### src/rtl/morse_pkg.sv
// morse_pkg: shared FSM states, ASCII constants and symbol limit for the Morse decoder
package morse_pkg;
  typedef enum logic [2:0] {S_IDLE, S_PRESS, S_GAP, S_EMIT, S_SPACE} state_e;
  localparam logic [7:0] ASCII_QMARK = 8'h3F;
  localparam logic [7:0] ASCII_SPACE = 8'h20;
  localparam logic [2:0] SYM_MAX = 3'd5;
endpackage

### src/rtl/morse_lut.sv
// morse_lut: maps {symbol count, symbols} (bit i = symbol i, 1 = dash) to ITU A-Z/0-9 ASCII
module morse_lut (
  input  logic [2:0] len,
  input  logic [4:0] bits,
  output logic [7:0] ascii,
  output logic       hit
);
  always_comb begin
    ascii = 8'h00;
    case ({len, bits})
      {3'd2, 5'b00010}: ascii = "A";
      {3'd4, 5'b00001}: ascii = "B";
      {3'd4, 5'b00101}: ascii = "C";
      {3'd3, 5'b00001}: ascii = "D";
      {3'd1, 5'b00000}: ascii = "E";
      {3'd4, 5'b00100}: ascii = "F";
      {3'd3, 5'b00011}: ascii = "G";
      {3'd4, 5'b00000}: ascii = "H";
      {3'd2, 5'b00000}: ascii = "I";
      {3'd4, 5'b01110}: ascii = "J";
      {3'd3, 5'b00101}: ascii = "K";
      {3'd4, 5'b00010}: ascii = "L";
      {3'd2, 5'b00011}: ascii = "M";
      {3'd2, 5'b00001}: ascii = "N";
      {3'd3, 5'b00111}: ascii = "O";
      {3'd4, 5'b00110}: ascii = "P";
      {3'd4, 5'b01011}: ascii = "Q";
      {3'd3, 5'b00010}: ascii = "R";
      {3'd3, 5'b00000}: ascii = "S";
      {3'd1, 5'b00001}: ascii = "T";
      {3'd3, 5'b00100}: ascii = "U";
      {3'd4, 5'b01000}: ascii = "V";
      {3'd3, 5'b00110}: ascii = "W";
      {3'd4, 5'b01001}: ascii = "X";
      {3'd4, 5'b01101}: ascii = "Y";
      {3'd4, 5'b00011}: ascii = "Z";
      {3'd5, 5'b11111}: ascii = "0";
      {3'd5, 5'b11110}: ascii = "1";
      {3'd5, 5'b11100}: ascii = "2";
      {3'd5, 5'b11000}: ascii = "3";
      {3'd5, 5'b10000}: ascii = "4";
      {3'd5, 5'b00000}: ascii = "5";
      {3'd5, 5'b00001}: ascii = "6";
      {3'd5, 5'b00011}: ascii = "7";
      {3'd5, 5'b00111}: ascii = "8";
      {3'd5, 5'b01111}: ascii = "9";
      default:          ascii = 8'h00;
    endcase
    hit = ascii != 8'h00;
  end
endmodule

### src/rtl/morse_decoder.sv
// morse_decoder: times button presses/releases in ms ticks and emits decoded ASCII characters
module morse_decoder
  import morse_pkg::*;
#(
  parameter int PRESCALE      = 27000,
  parameter int DOT_MAX_MS    = 200,
  parameter int LETTER_GAP_MS = 600,
  parameter int WORD_GAP_MS   = 1400
) (
  input  logic       clk,
  input  logic       rst_n,
  input  logic       btn,
  output logic       char_valid,
  output logic [7:0] char_code,
  output logic       char_err
);
  localparam int PW = $clog2(PRESCALE + 1);
  state_e        state_q, state_d;
  logic [PW-1:0] pre_q, pre_d;
  logic [10:0]   ms_q, ms_d;
  logic [2:0]    sym_len_q, sym_len_d;
  logic [4:0]    sym_bits_q, sym_bits_d;
  logic          ovf_q, ovf_d, armed_q, armed_d;
  logic          valid_q, valid_d, err_q, err_d;
  logic [7:0]    code_q, code_d;
  logic [7:0]    lut_ascii;
  logic          lut_hit, tick;
  morse_lut u_lut (
    .len   (sym_len_q),
    .bits  (sym_bits_q),
    .ascii (lut_ascii),
    .hit   (lut_hit)
  );
  always_comb begin
    tick       = pre_q == PW'(PRESCALE - 1);
    pre_d      = tick ? '0 : pre_q + 1'b1;
    ms_d       = (tick && ms_q != 11'h7FF) ? ms_q + 11'd1 : ms_q;
    state_d    = state_q;
    sym_len_d  = sym_len_q;
    sym_bits_d = sym_bits_q;
    ovf_d      = ovf_q;
    armed_d    = armed_q;
    valid_d    = 1'b0;
    code_d     = code_q;
    err_d      = err_q;
    case (state_q)
      S_IDLE: state_d = btn ? S_PRESS :
                        (armed_q && ms_d >= 11'(WORD_GAP_MS - LETTER_GAP_MS)) ? S_SPACE : S_IDLE;
      S_PRESS: if (!btn) begin
        // a zero-length press is a glitch and leaves the letter untouched
        state_d = (ms_q != 11'd0 || sym_len_q != 3'd0) ? S_GAP : S_IDLE;
        if (ms_q != 11'd0) begin
          if (sym_len_q == SYM_MAX) ovf_d = 1'b1;
          else begin
            sym_bits_d[sym_len_q] = ms_q >= 11'(DOT_MAX_MS);
            sym_len_d             = sym_len_q + 3'd1;
          end
        end
      end
      S_GAP: state_d = ms_d >= 11'(LETTER_GAP_MS) ? S_EMIT : btn ? S_PRESS : S_GAP;
      S_EMIT: begin
        valid_d    = 1'b1;
        code_d     = (lut_hit && !ovf_q) ? lut_ascii : ASCII_QMARK;
        err_d      = !(lut_hit && !ovf_q);
        sym_len_d  = 3'd0;
        sym_bits_d = 5'd0;
        ovf_d      = 1'b0;
        armed_d    = 1'b1;
        state_d    = S_IDLE;
      end
      S_SPACE: begin
        valid_d = 1'b1;
        code_d  = ASCII_SPACE;
        err_d   = 1'b0;
        armed_d = 1'b0;
        state_d = S_IDLE;
      end
      default: state_d = S_IDLE;
    endcase
    if (state_d != state_q) begin
      pre_d = '0;
      ms_d  = 11'd0;
    end
  end
  always_ff @(posedge clk) begin
    if (!rst_n) begin
      state_q    <= S_IDLE;
      pre_q      <= '0;
      ms_q       <= 11'd0;
      sym_len_q  <= 3'd0;
      sym_bits_q <= 5'd0;
      ovf_q      <= 1'b0;
      armed_q    <= 1'b0;
      valid_q    <= 1'b0;
      code_q     <= 8'h00;
      err_q      <= 1'b0;
    end else begin
      state_q    <= state_d;
      pre_q      <= pre_d;
      ms_q       <= ms_d;
      sym_len_q  <= sym_len_d;
      sym_bits_q <= sym_bits_d;
      ovf_q      <= ovf_d;
      armed_q    <= armed_d;
      valid_q    <= valid_d;
      code_q     <= code_d;
      err_q      <= err_d;
    end
  end
  assign char_valid = valid_q;
  assign char_code  = code_q;
  assign char_err   = err_q;
endmodule

### config.mk
export PLATFORM = sky130hd
export DESIGN_NAME = morse_decoder
export DESIGN_NICKNAME = d
export VERILOG_FILES = /design/src/rtl/morse_pkg.sv /design/src/rtl/morse_lut.sv /design/src/rtl/morse_decoder.sv
export SDC_FILE = /design/constraint.sdc
export NUM_CORES = 1
export LEC_CHECK = 0
export BUFFER_PORTS_ARGS = -buffer_cell sky130_fd_sc_hd__buf_2
export CAP_MARGIN = 20
export CORE_ASPECT_RATIO = 0.7
export CORE_MARGIN = 1
export CORE_UTILIZATION = 32
export DETAILED_ROUTE_END_ITERATION = 16
export GPL_ROUTABILITY_DRIVEN = 0
export PLACE_DENSITY_LB_ADDON = 0.25
export SLEW_MARGIN = 20
export SYNTH_ARGS = -nofsm -noshare
export SYNTH_HDL_FRONTEND = slang
export SYNTH_SLANG_ARGS = --single-unit
### constraint.sdc
create_clock -name clk -period 3.41 [get_ports clk]
set_input_delay 0.682 -clock clk [delete_from_list [all_inputs] [get_ports clk]]
set_output_delay 0.682 -clock clk [all_outputs]
set_load 0.02 [all_outputs]
After elaboration in Yosys (flattened, before gate mapping)
Index checks and enable logic that the tools add are counted.
- muxes and demuxes: 29
- bitwise logic cells: 1
- reduce and logical (&&, ||, !) cells: 18
- $add $sub $neg: 3
- equality and inequality tests: 48
- $lt $le $gt $ge: 5
- operators with widths (cell ; count):
    one-hot mux 7 bit (36 select lines) ; 1
    equality test 8 bit, second input constant ; 22
    equality test 8 x 7 -> 1 bit, second input constant ; 12
    >= comparator 11 x 10 -> 1 bit, second input constant ; 2
    two-way mux 3 bit ; 6
    equality test 8 x 6 -> 1 bit, second input constant ; 2
    one-hot mux 8 bit (2 select lines) ; 1
    adder 15 x 1 -> 15 bit, second input constant ; 1
    equality test 15 bit, second input constant ; 1
    two-way mux 5 bit ; 3
    adder 11 x 1 -> 11 bit, second input constant ; 1
    >= comparator 11 x 8 -> 1 bit, second input constant ; 1
    two-way mux 11 bit ; 1
    inequality test 11 bit, second input constant ; 1
    nonzero test 11 bit ; 1
    one-hot mux 5 bit (2 select lines) ; 1
    one-hot mux 3 bit (3 select lines) ; 1
    two-way mux 8 bit ; 1
    inequality test 2 bit, second input constant ; 4
    AND reduction 4 bit ; 2
    nonzero test 8 bit ; 1
    equality test 3 x 2 -> 1 bit, second input constant ; 2
    equality test 3 bit, second input constant ; 2
    two-way mux 2 bit ; 3
    other kinds (19) ; 31
- logic and storage cells: 114
- flip-flop bits (word level): 49
- output and inout port bits: 10
- input port bits: 3

Depth between registers and ports, before layout
Gate-level depths: netlist of the first run.
- depth after elaboration: 10
- mapped depth: 11
- gate-level depth less buffers: 9

Modules after synthesis
A second synthesis of the first run with hierarchy kept.
- cell total of the unflattened synthesis: 440
- area total of the unflattened synthesis: 3517.1 µm²
- modules (own cells, without submodules) (module ; seq. area each (µm²) ; area each (µm²) ; cells an instance ; instances):
    morse_decoder ; 980.9 ; 2653.8 ; 313 ; 1
    morse_lut ; 0.0 ; 863.3 ; 127 ; 1

Worst setup path after synthesis of the first run
No wires, ideal clock.
- kind: register -> register
- start: register pre_q[3]
- end: register pre_q[11]
- data required time: 3322 ps
- data arrival time: 2545 ps
- clock period less this slack: 2633 ps
- library setup time: 88 ps
- path slack: 777 ps
- stages on the path, launching flop included: 11
- buffers on the path: 3
- cell sequence: dfxtp_1 or4b_4 nor4_4 buf_4 nand3_1 xor2_1 a2111oi_2 or3_1 buf_4 buf_6 nor4_2
- cells in the longest elaborated chain, start to end: 10
- elaborated cells between the ends (all ways): 13
- those cells by class: 1 x add/sub; 2 x order compare; 2 x eq/ne; 5 x mux; 3 x reduce/logical
- RTL lines (element ; RTL line ; text):
    start: declaration ; morse_decoder.sv:19 ; logic [PW-1:0] pre_q, pre_d;
    start signal: assignment ; morse_decoder.sv:99 ; pre_q <= pre_d;
    equality test 15 bit ; morse_decoder.sv:35 ; tick = pre_q == PW'(PRESCALE - 1);
    logical AND 1 bit ; morse_decoder.sv:37 ; ms_d = (tick && ms_q != 11'h7FF) ? ms_q + 11'd1 : ms_q;
    two-way mux 11 bit ; morse_decoder.sv:37 ;
    >= comparator 11 x 10 -> 1 bit ; morse_decoder.sv:48 ; (armed_q && ms_d >= 11'(WORD_GAP_MS - LETTER_GAP_MS)) ? S_SPACE : S_IDLE;
    logical AND 1 bit ; morse_decoder.sv:48 ;
    two-way mux 3 bit ; morse_decoder.sv:48 ;
    two-way mux 3 bit ; morse_decoder.sv:47 ; S_IDLE: state_d = btn ? S_PRESS :
    one-hot mux 3 bit (3 select lines) ; morse_decoder.sv:46 ; case (state_q)
    inequality test 3 bit ; morse_decoder.sv:80 ; if (state_d != state_q) begin
    OR reduction 3 bit (no line) ; n/a ;
Parallel ways exist; a longest one is shown, timed or not.
A chain may end at the register's enable or synchronous reset.

Final worst setup path of the first run
- start: register pre_q[3]
- end: register pre_q[9]
Same word-level chain as after synthesis.

==> results of run 1 <==
## cell type report
class	instances	area, um^2	share of cell area
clock inverters	1	30.0	0.00854
repair buffers	20	123	0.0349
multi-input cells	319	2040	0.581
well taps	128	160	0.0455
clock buffers	7	153	0.0434
inverters	13	48.8	0.0139
flip-flops and latches	48	961	0.273
## worst min-delay path: cells and delay by family, from the launching register on
kind               cells  cell delay [ns]
DFF                    1             0.31
AOI/OAI and AO/OA      1             0.05
and+or+nand+nor        1             0.06
## through the flow
step                      hold WS, ns  utilization  total power, mW
after global placement          0.439        0.344            0.619
final                           0.462        0.363             1.20
after detailed placement        0.455        0.344            0.620
after CTS                       0.462        0.363             1.21
after floorplan                 0.462            -            0.616
after global routing            0.504        0.363             1.24
## per-layer routing
metal	part of all wire	track usage	wire, um	vias to the layer above
met5	0	0	0	-
met4	0.0090	0.0404	70	0
met3	0.067	0.0313	515	5
met2	0.37	0.201	2860	101
met1	0.55	0.244	4290	1367
li1	-	-	-	1472
## logic make-up (layout without fill, tap and decap cells)
group,Yosys count,count (layout)
and+or+nand+nor,196,196
AOI/OAI and AO/OA,84,84
DFF,48,48
buffers and inverters,40,41
xor gates and xnor gates,27,27
adders and majority gates,6,6
muxes,5,5
other,1,1
## path summary, 6_finish.rpt
path	startpoint	end	slack [ns]	cells past startpoint
worst max-delay path	pre_q[3]$_SDFF_PP0_	pre_q[9]$_SDFF_PP0_	0.51	8
worst min-delay path	char_err$_SDFFE_PN0P_	char_err$_SDFFE_PN0P_	0.46	2
worst max register to register	pre_q[3]$_SDFF_PP0_	pre_q[9]$_SDFF_PP0_	0.51	8
worst min register to register	char_err$_SDFFE_PN0P_	char_err$_SDFFE_PN0P_	0.46	2
## power breakdown
| part | total, mW | internal (mW) | switching [mW] |
|---|---|---|---|
| Sequential | 0.568 | 0.564 | 0.00441 |
| Combinational | 0.0387 | 0.0124 | 0.0263 |
| Clock | 0.590 | 0.386 | 0.204 |
| Total | 1.20 | 0.962 | 0.234 |
## sequential cells by signal (all words and copies together), names as in the netlist
register and flops:
char_code 7, sym_len_q 3, char_valid 1, sym_bits_q 5, ms_q 11, armed_q 1
state_q 3, char_err 1, pre_q 15, ovf_q 1
## cell usage in the layout, fill, tap and decap left out, types with 2 or more instances in the layout
cell type and instances:
sky130_fd_sc_hd__dfxtp_1 48, sky130_fd_sc_hd__nand2_1 44, sky130_fd_sc_hd__nor2_1 35, sky130_fd_sc_hd__nor3_1 21, sky130_fd_sc_hd__a21oi_1 21, sky130_fd_sc_hd__nand3_1 19
sky130_fd_sc_hd__o21ai_0 17, sky130_fd_sc_hd__nor2b_1 14, sky130_fd_sc_hd__xnor2_1 14, sky130_fd_sc_hd__xor2_1 13, sky130_fd_sc_hd__inv_1 12, sky130_fd_sc_hd__buf_2 11
sky130_fd_sc_hd__and2_1 9, sky130_fd_sc_hd__buf_4 9, sky130_fd_sc_hd__nor4_2 7, sky130_fd_sc_hd__nor4b_1 7, sky130_fd_sc_hd__nand2b_1 6, sky130_fd_sc_hd__nand4_1 6
sky130_fd_sc_hd__and3_1 6, sky130_fd_sc_hd__ha_1 6, sky130_fd_sc_hd__nor4_1 5, sky130_fd_sc_hd__a22oi_1 5, sky130_fd_sc_hd__clkbuf_16 5, sky130_fd_sc_hd__a31oi_1 4
sky130_fd_sc_hd__nor3b_1 4, sky130_fd_sc_hd__o31ai_1 3, sky130_fd_sc_hd__mux2i_1 3, sky130_fd_sc_hd__a221oi_1 3, sky130_fd_sc_hd__a2111oi_0 3, sky130_fd_sc_hd__and4_1 2
sky130_fd_sc_hd__a41oi_1 2, sky130_fd_sc_hd__a2bb2oi_1 2, sky130_fd_sc_hd__o21ai_1 2, sky130_fd_sc_hd__or4_1 2, sky130_fd_sc_hd__clkbuf_8 2
==> results, run 1 <==
- Counting along the longest clock path gives a buffer depth of 2.
- After detailed routing, the average wire length per cell comes to 14.4 um.
- The floorplan row count is 30.
- TritonCTS built the clock tree.
- The number of max-slew violations in the final report is 0.
- The critical path arrival is 3.06 ns.
- The number of vias per cell after detailed routing is 5.49.
- Entering global routing, the biggest net connects 26 pins.
- The tool flagged a number of max-cap violations equal to 0.
- During I/O placement, the number of pins put on the boundary was 13.
- Broken down by cell family, the worst path's largest delay share belongs to simple AND/OR/NAND/NOR gates.
- The slack of the critical path is 0.510 ns.
- Before CTS, the worst setup slack after placement is 0.509 ns.
- A synthesized cell averages 7.84 um^2.
- The number of warnings printed during yosys synthesis is 0.
- The post-synthesis sequential element count is 48.
- When the netlist entered floorplanning its net count stood at 416.
- The tree is rooted in a sky130_fd_sc_hd__clkbuf_16.
- The number of optimization iterations in the first detailed-route pass is 5.
- Based on the critical path, the design can be clocked at up to 345 MHz.
- The routed wire length is 7740 um.
- The count of port buffers added during placement is 11.
- The post-CTS setup buffer count is 0.
- The adder and majority gate portion of the synthesized area is 0.0235.
- The repair_antennas step left the layout with diodes totalling 0.
- The standby leakage power is 1.27 nW.
- Sorting the synthesized cells by how often they occur yields 48 x sky130_fd_sc_hd__dfxtp_1, 44 x sky130_fd_sc_hd__nand2_1, 35 x sky130_fd_sc_hd__nor2_1.
- In the synthesized netlist, the number of instances is 407.
- The worst setup path is captured at a register.
- Walking the worst path, the cells encountered are or4b_4, nor4_4, buf_4, a311oi_1, a41o_1, nor4_2, o211a_4, nor3_1.
- The final net count is 416.
- sky130_fd_sc_hd__dfxtp_1 takes more of the synthesized area than any other cell.
- The count of nets left with antenna violations after detail routing is 0.
- The number of failing setup endpoints in the final timing report is 0.
- The number of antenna violations at the first check in global routing is 0.
- The most used flip-flop cell after synthesis is sky130_fd_sc_hd__dfxtp_1.
- In this run the worst path has a maximum fanout of 25.
- The kind of path behind the tightest hold check is reg -> reg.
- The sequential area share after synthesis is 0.301.
- After routing the design area is 3520 um^2.
- The die is 85.5 um tall.
- The run finished with clean final reports.
- The area of the core is 9680 um^2.
- The total placed cells including tap cells is 528.
- The count of unresolved DRC violations after routing is 0.
- The critical path in this run is classified as reg -> reg.
- The post-synthesis instance area is 3190 um^2.
- The library cell with the highest instance count after synthesis is sky130_fd_sc_hd__dfxtp_1.
- The dominant combinational cell family by area after synthesis is simple AND/OR/NAND/NOR gates.
- The post-synthesis compound-gate area fraction is 0.183.
- The initial standard-cell utilization of the core is 0.329.
- From synthesis to final layout, the design area changed by 10.2%.
- The number of buffers added by the clock tree synthesis step is 5.
- The final global-route overflow total is 0.
- The fraction of registers with async set/reset is 0.
- The first global-routing pass estimated 12800 um of wire.
- In the global route stage, overall resource usage came out at 0.153.
- The die width is 121 um.
- The clock period minus final worst setup slack is 2.90 ns.
- Counting both buffers and inverters, the worst setup path holds a total of 1.
- The number of synthesized flops with an enable pin is 0.
- The top-area cell type share of the netlist area is 0.301.
- The ratio of cells with drive above 1 in the final layout is 0.110.
- The insertion delay of the later-clocked pin in the worst-skew pair is 0.28 ns.
- Of the available clock period, the critical path in the final layout requires 0.850.
- The sort of element at the start of the critical path is a register.
- The die covers 10400 um^2.
- The maximum single-stage delay on the critical path is 0.55 ns.
- Clock skew on the completed layout was measured at 0.00229 ns.
- The power per standard cell area is 340 nW/um^2.
- The post-detailed-placement cell area is 3330 um^2.
- The number of violations reported at the end of detailed-routing iteration 0 is 228.
- The number of distinct library cell variants in the gate-level netlist after synthesis is 70.
- After routing, the total negative slack on setup checks comes to 0 ns.
- Setup repair after global routing left no endpoint under its margin.
- The via count of the first global-routing pass is 2548.
- The count of final hold-check violations is 0.
- After synthesis, the share of cell area in mux cells is 0.0165.
- After clock tree synthesis, the repair step resized 0 gates.
- The HPWL after detailed placement is 5470 um.
- The number of clock sinks seen by CTS is 48.
- The highest-delay cell along the critical path is sky130_fd_sc_hd__or4b_4.
- The measured slew at the worst slew-check pin is 0.800 ns.
- The number of fill cells is 993.
- CTS built an H-tree with a depth of 2.
- The quantity of hold-fixing buffers added after cts is 0.
- Ranked by total cell area, the synthesized netlist is headed by sky130_fd_sc_hd__dfxtp_1 30%, sky130_fd_sc_hd__nand2_1 5.2%, sky130_fd_sc_hd__nor2_1 4.1%, sky130_fd_sc_hd__xnor2_1 3.8%, sky130_fd_sc_hd__xor2_1 3.6%.
- The worst voltage drop across the vdd grid is 284 uV.
- Of the total synthesized cell area, the portion taken by XOR and XNOR cells is 0.0741.
- The normalized max-slew margin is 0.453.
- The via count of the routed design is 2945.
- The filler-free cell count of the finished design is 536.
- After clock tree synthesis, the clock-pin slew on the worst setup and hold paths is 0.06 ns.
- Data on the critical path is required at its endpoint by 3.57 ns.
- Of the total synthesized cell area, the portion taken by AND, OR, NAND and NOR gates is 0.342.
(Power assumes the default switching activity.)
==> run 2, diff against run 1 <==
- CORE_MARGIN: 1 -> 2
==> run 2 against run 1 <==
Non-clock buffer count did not move. Core utilization fell by 0.31 points. Count of clock-buffer cells in the layout fell by 1. Largest cell class unchanged. Total power fell by 6.8%. Critical endpoint is now pre_q[5]$_SDFF_PP0_. Worst setup slack got worse by 0.074 ns. Critical path depth did not move. Highest routed layer unchanged.
==> results, run 2 (same netlist as run 1, synthesis figures left out) <==
- The I/O pin count is 13 (unchanged).
- The worst voltage drop across the vdd grid is 189 uV (-33%).
- The number of failing setup endpoints in the final timing report is 0 (unchanged).
- The global routing met2 resource utilization came to 0.196 (-0.00514).
- The clock transition at the registers of the reported paths is 0.07 ns (about the same).
- The via count of the first global-routing pass is 2633 (+3.3%).
- The floorplan row count is 30 (unchanged).
- The wire length of the first global-routing pass is 13400 um (+4.9%).
- The post-CTS setup buffer count came to 0 (unchanged).
- The number of flip-flops in the largest register is 15 (unchanged).
- The sequential fraction of design power is 0.509 (+0.034).
- The CTS tree is yes.
- The clock network power share was 0.457 (-0.036).
- Relative to the synthesized area, the layout overhead comes to 9.29%.
- The run finished with clean final reports.
- The final worst clock skew is 0.00443 ns (+0.00214 ns).
- The number of violations reported at the end of detailed-routing iteration 0 came to 219 (-3.9%).
- The number of optimization iterations in the first detailed-route pass was 4 (-1).
- The quantity of hold-fixing buffers added after cts came to 0 (unchanged).
- The die width is 123 um (+1.6%).
- The normalized max-slew margin is 0.477 (+0.0239).
- The final net count is 416 (unchanged).
- The met3 layer usage reported by global route was 0.0286 (-0.00260).
- The post-route setup TNS is 0 ns (unchanged).
- The die extent in y came to 87.5 um (+2.3%).
- The required time of the worst setup path is 3.59 ns (+0.02 ns).
- The count of nets left with antenna violations after detail routing was 0 (unchanged).
- The number of inserted diodes is 0 (unchanged).
- The detailed placer's ending HPWL is 5550 um (+1.4%).
- Setup repair after global routing left no endpoint under its margin.
- The number of buffers added by the clock tree synthesis step came to 5 (unchanged).
- The slowest stage of the critical path belongs to the cell sky130_fd_sc_hd__or4b_4.
- Tracing the worst setup path back leads to its startpoint at pre_q[3]$_SDFF_PP0_.
- The aggregate global-route resource usage is 0.154 (+0.000799).
- The layer with the highest usage after global routing is met1.
- The cell-internal power is 0.869 mW (-9.7%).
- In this run the most critical hold path is launched from char_code[4]$_SDFFE_PN0P_.
- The ratio of cells with drive above 1 in the final layout came to 0.110 (unchanged).
- The insertion delay of the later-clocked pin in the worst-skew pair is 0.29 ns (about the same).
- In the layout the commonest cells are 48 x sky130_fd_sc_hd__dfxtp_1, 44 x sky130_fd_sc_hd__nand2_1, 35 x sky130_fd_sc_hd__nor2_1.
- The cell that appears most often on the critical path is sky130_fd_sc_hd__nor4_2.
- The via count of the routed design is 2875 (-2.4%).
- The number of cells upsized or downsized after cts is 0 (unchanged).
- The switching part of the total is 0.220 (+0.0244).
- The count of H-tree levels built during CTS is 2 (unchanged).
- The register bank with the most flops is pre_q.
- The maximum single-stage delay on the critical path was 0.56 ns (about the same).
- The measured slew at the worst slew-check pin is 0.765 ns (-0.0349 ns).
- The critical path class is reg -> reg.
- The total power is 1.11 mW (-6.8%).
- The number of vias per cell after detailed routing came to 5.36 (-2.4%).
- The net load switching power is 0.245 mW (+4.8%).
- The final global-route overflow total is 0 (unchanged).
- The power per standard cell area is 320 nW/um^2 (-6.0%).
- The deepest clock path buffer count is 2 (unchanged).
- The clock period minus final worst setup slack is 2.97 ns (+0.0738 ns).
- The standby leakage power was 1.26 nW (-0.91%).
- The share of the cycle needed by the critical path after routing is 0.872 (+0.0216).
- The area of the core is 9680 um^2 (unchanged).
- The full die area came to 10800 um^2 (+4.0%).
- The critical path arrival is 3.16 ns (+0.10 ns).
- The number of antenna violations at the first check in global routing is 0 (unchanged).
- The largest net degree at the start of global routing is 26 (unchanged).
- The number of fill cells is 1000 (+0.70%).
- The number of max-slew violations in the final report is 0 (unchanged).
- Leaving out fill and tap cells, the most frequent cell in the layout is sky130_fd_sc_hd__dfxtp_1.
- The kind of path behind the tightest hold check is reg -> reg.
- The initial standard-cell utilization of the core is 0.329 (unchanged).
- The setup slack on the worst flop-to-flop path came to 0.44 ns (-0.07 ns).
- The global-route met1 utilization is 0.254 (+0.00964).
- The count of max-cap constraint violations was 0 (unchanged).
- The count of unresolved DRC violations after routing is 0 (unchanged).
- The mean routed wirelength per cell is 14.6 um (+1.2%).
- The count of port buffers added during placement is 11 (unchanged).
- The maximum fanout encountered on the critical timing path is 25 (unchanged).
- The routed wire length came to 7830 um (+1.2%).
- The number of clock sinks seen by CTS was 48 (unchanged).
- The highest clock frequency the design can meet was 336 MHz (-2.5%).
- The kind of capture point of the worst setup path is a register.
- The final hold slack is 0.453 ns (-0.00872 ns).
- The logic gate share of total power is 0.034 (+0.002).
- The count of final hold-check violations is 0 (unchanged).
- The master cell of the clock root buffer is sky130_fd_sc_hd__clkbuf_16.
- The startpoint identified for the worst register-to-register timing path is pre_q[3]$_SDFF_PP0_.
- Walking the worst path, the cells encountered are or4b_4, nor4_4, buf_4, nand2_1, nor4_2, nor4_2, o211a_4, nor4_1.
- The sort of element at the start of the critical path is a register.
run 2: cell types whose count changed in the layout (fill, tap and decap cells not counted), sizes merged:
cell and change:
clkinv +1, bufinv -1, inv +1, clkbuf -1
run 2: final timing paths:
check | endpoint | cells after the start
worst max-delay path | pre_q[5]$_SDFF_PP0_ | 8
worst min-delay path | char_code[4]$_SDFFE_PN0P_ | 2
worst max register to register | pre_q[5]$_SDFF_PP0_ | 8
worst min register to register | char_code[4]$_SDFFE_PN0P_ | 2
run 2: final cells by class:
cell class,instances,area [um^2],share of cell area
Clock inverter,2,13.8,0.00395
Inverter,13,48.8,0.0140
Tap cell,128,160,0.0459
Clock buffer,6,139,0.0398
Multi-Input combinational cell,319,2040,0.586
Timing Repair Buffer,20,123,0.0352
Sequential cell,48,961,0.276
run 2: through the flow:
stage	setup WS [ns]	utilization	cell area [um^2]	std cells
4_1_cts	0.459	0.360	3490	536
5_1_grt	0.261	0.360	3490	536
3_5_place_dp	0.457	0.344	3330	528
3_3_place_gp	0.537	0.344	3330	528
2_1_floorplan	0.777	-	3190	407
6_report	0.436	0.360	3490	536
run 2: power by group through the flow:
stage | clock network [mW] | registers [mW] | logic, mW
finish | 0.509 | 0.568 | 0.0377
global route | 0.547 | 0.568 | 0.0432
CTS | 0.520 | 0.568 | 0.0382
detailed placement | 0 | 0.581 | 0.0383
global placement | 0 | 0.581 | 0.0388
floorplan | 0 | 0.580 | 0.0357
run 2: critical path: cells and delay by family (launching register included):
family | cells | cell delay, ns
simple gates | 6 | 1.80
compound gates | 1 | 0.38
flops | 1 | 0.34
buf+inv | 1 | 0.32
run 2: routing by layer:
layer / vias up / routed length [um]
met5: - / 0
met4: 0 / 70
met3: 5 / 369
met2: 74 / 2880
met1: 1325 / 4510
li1: 1471 / -
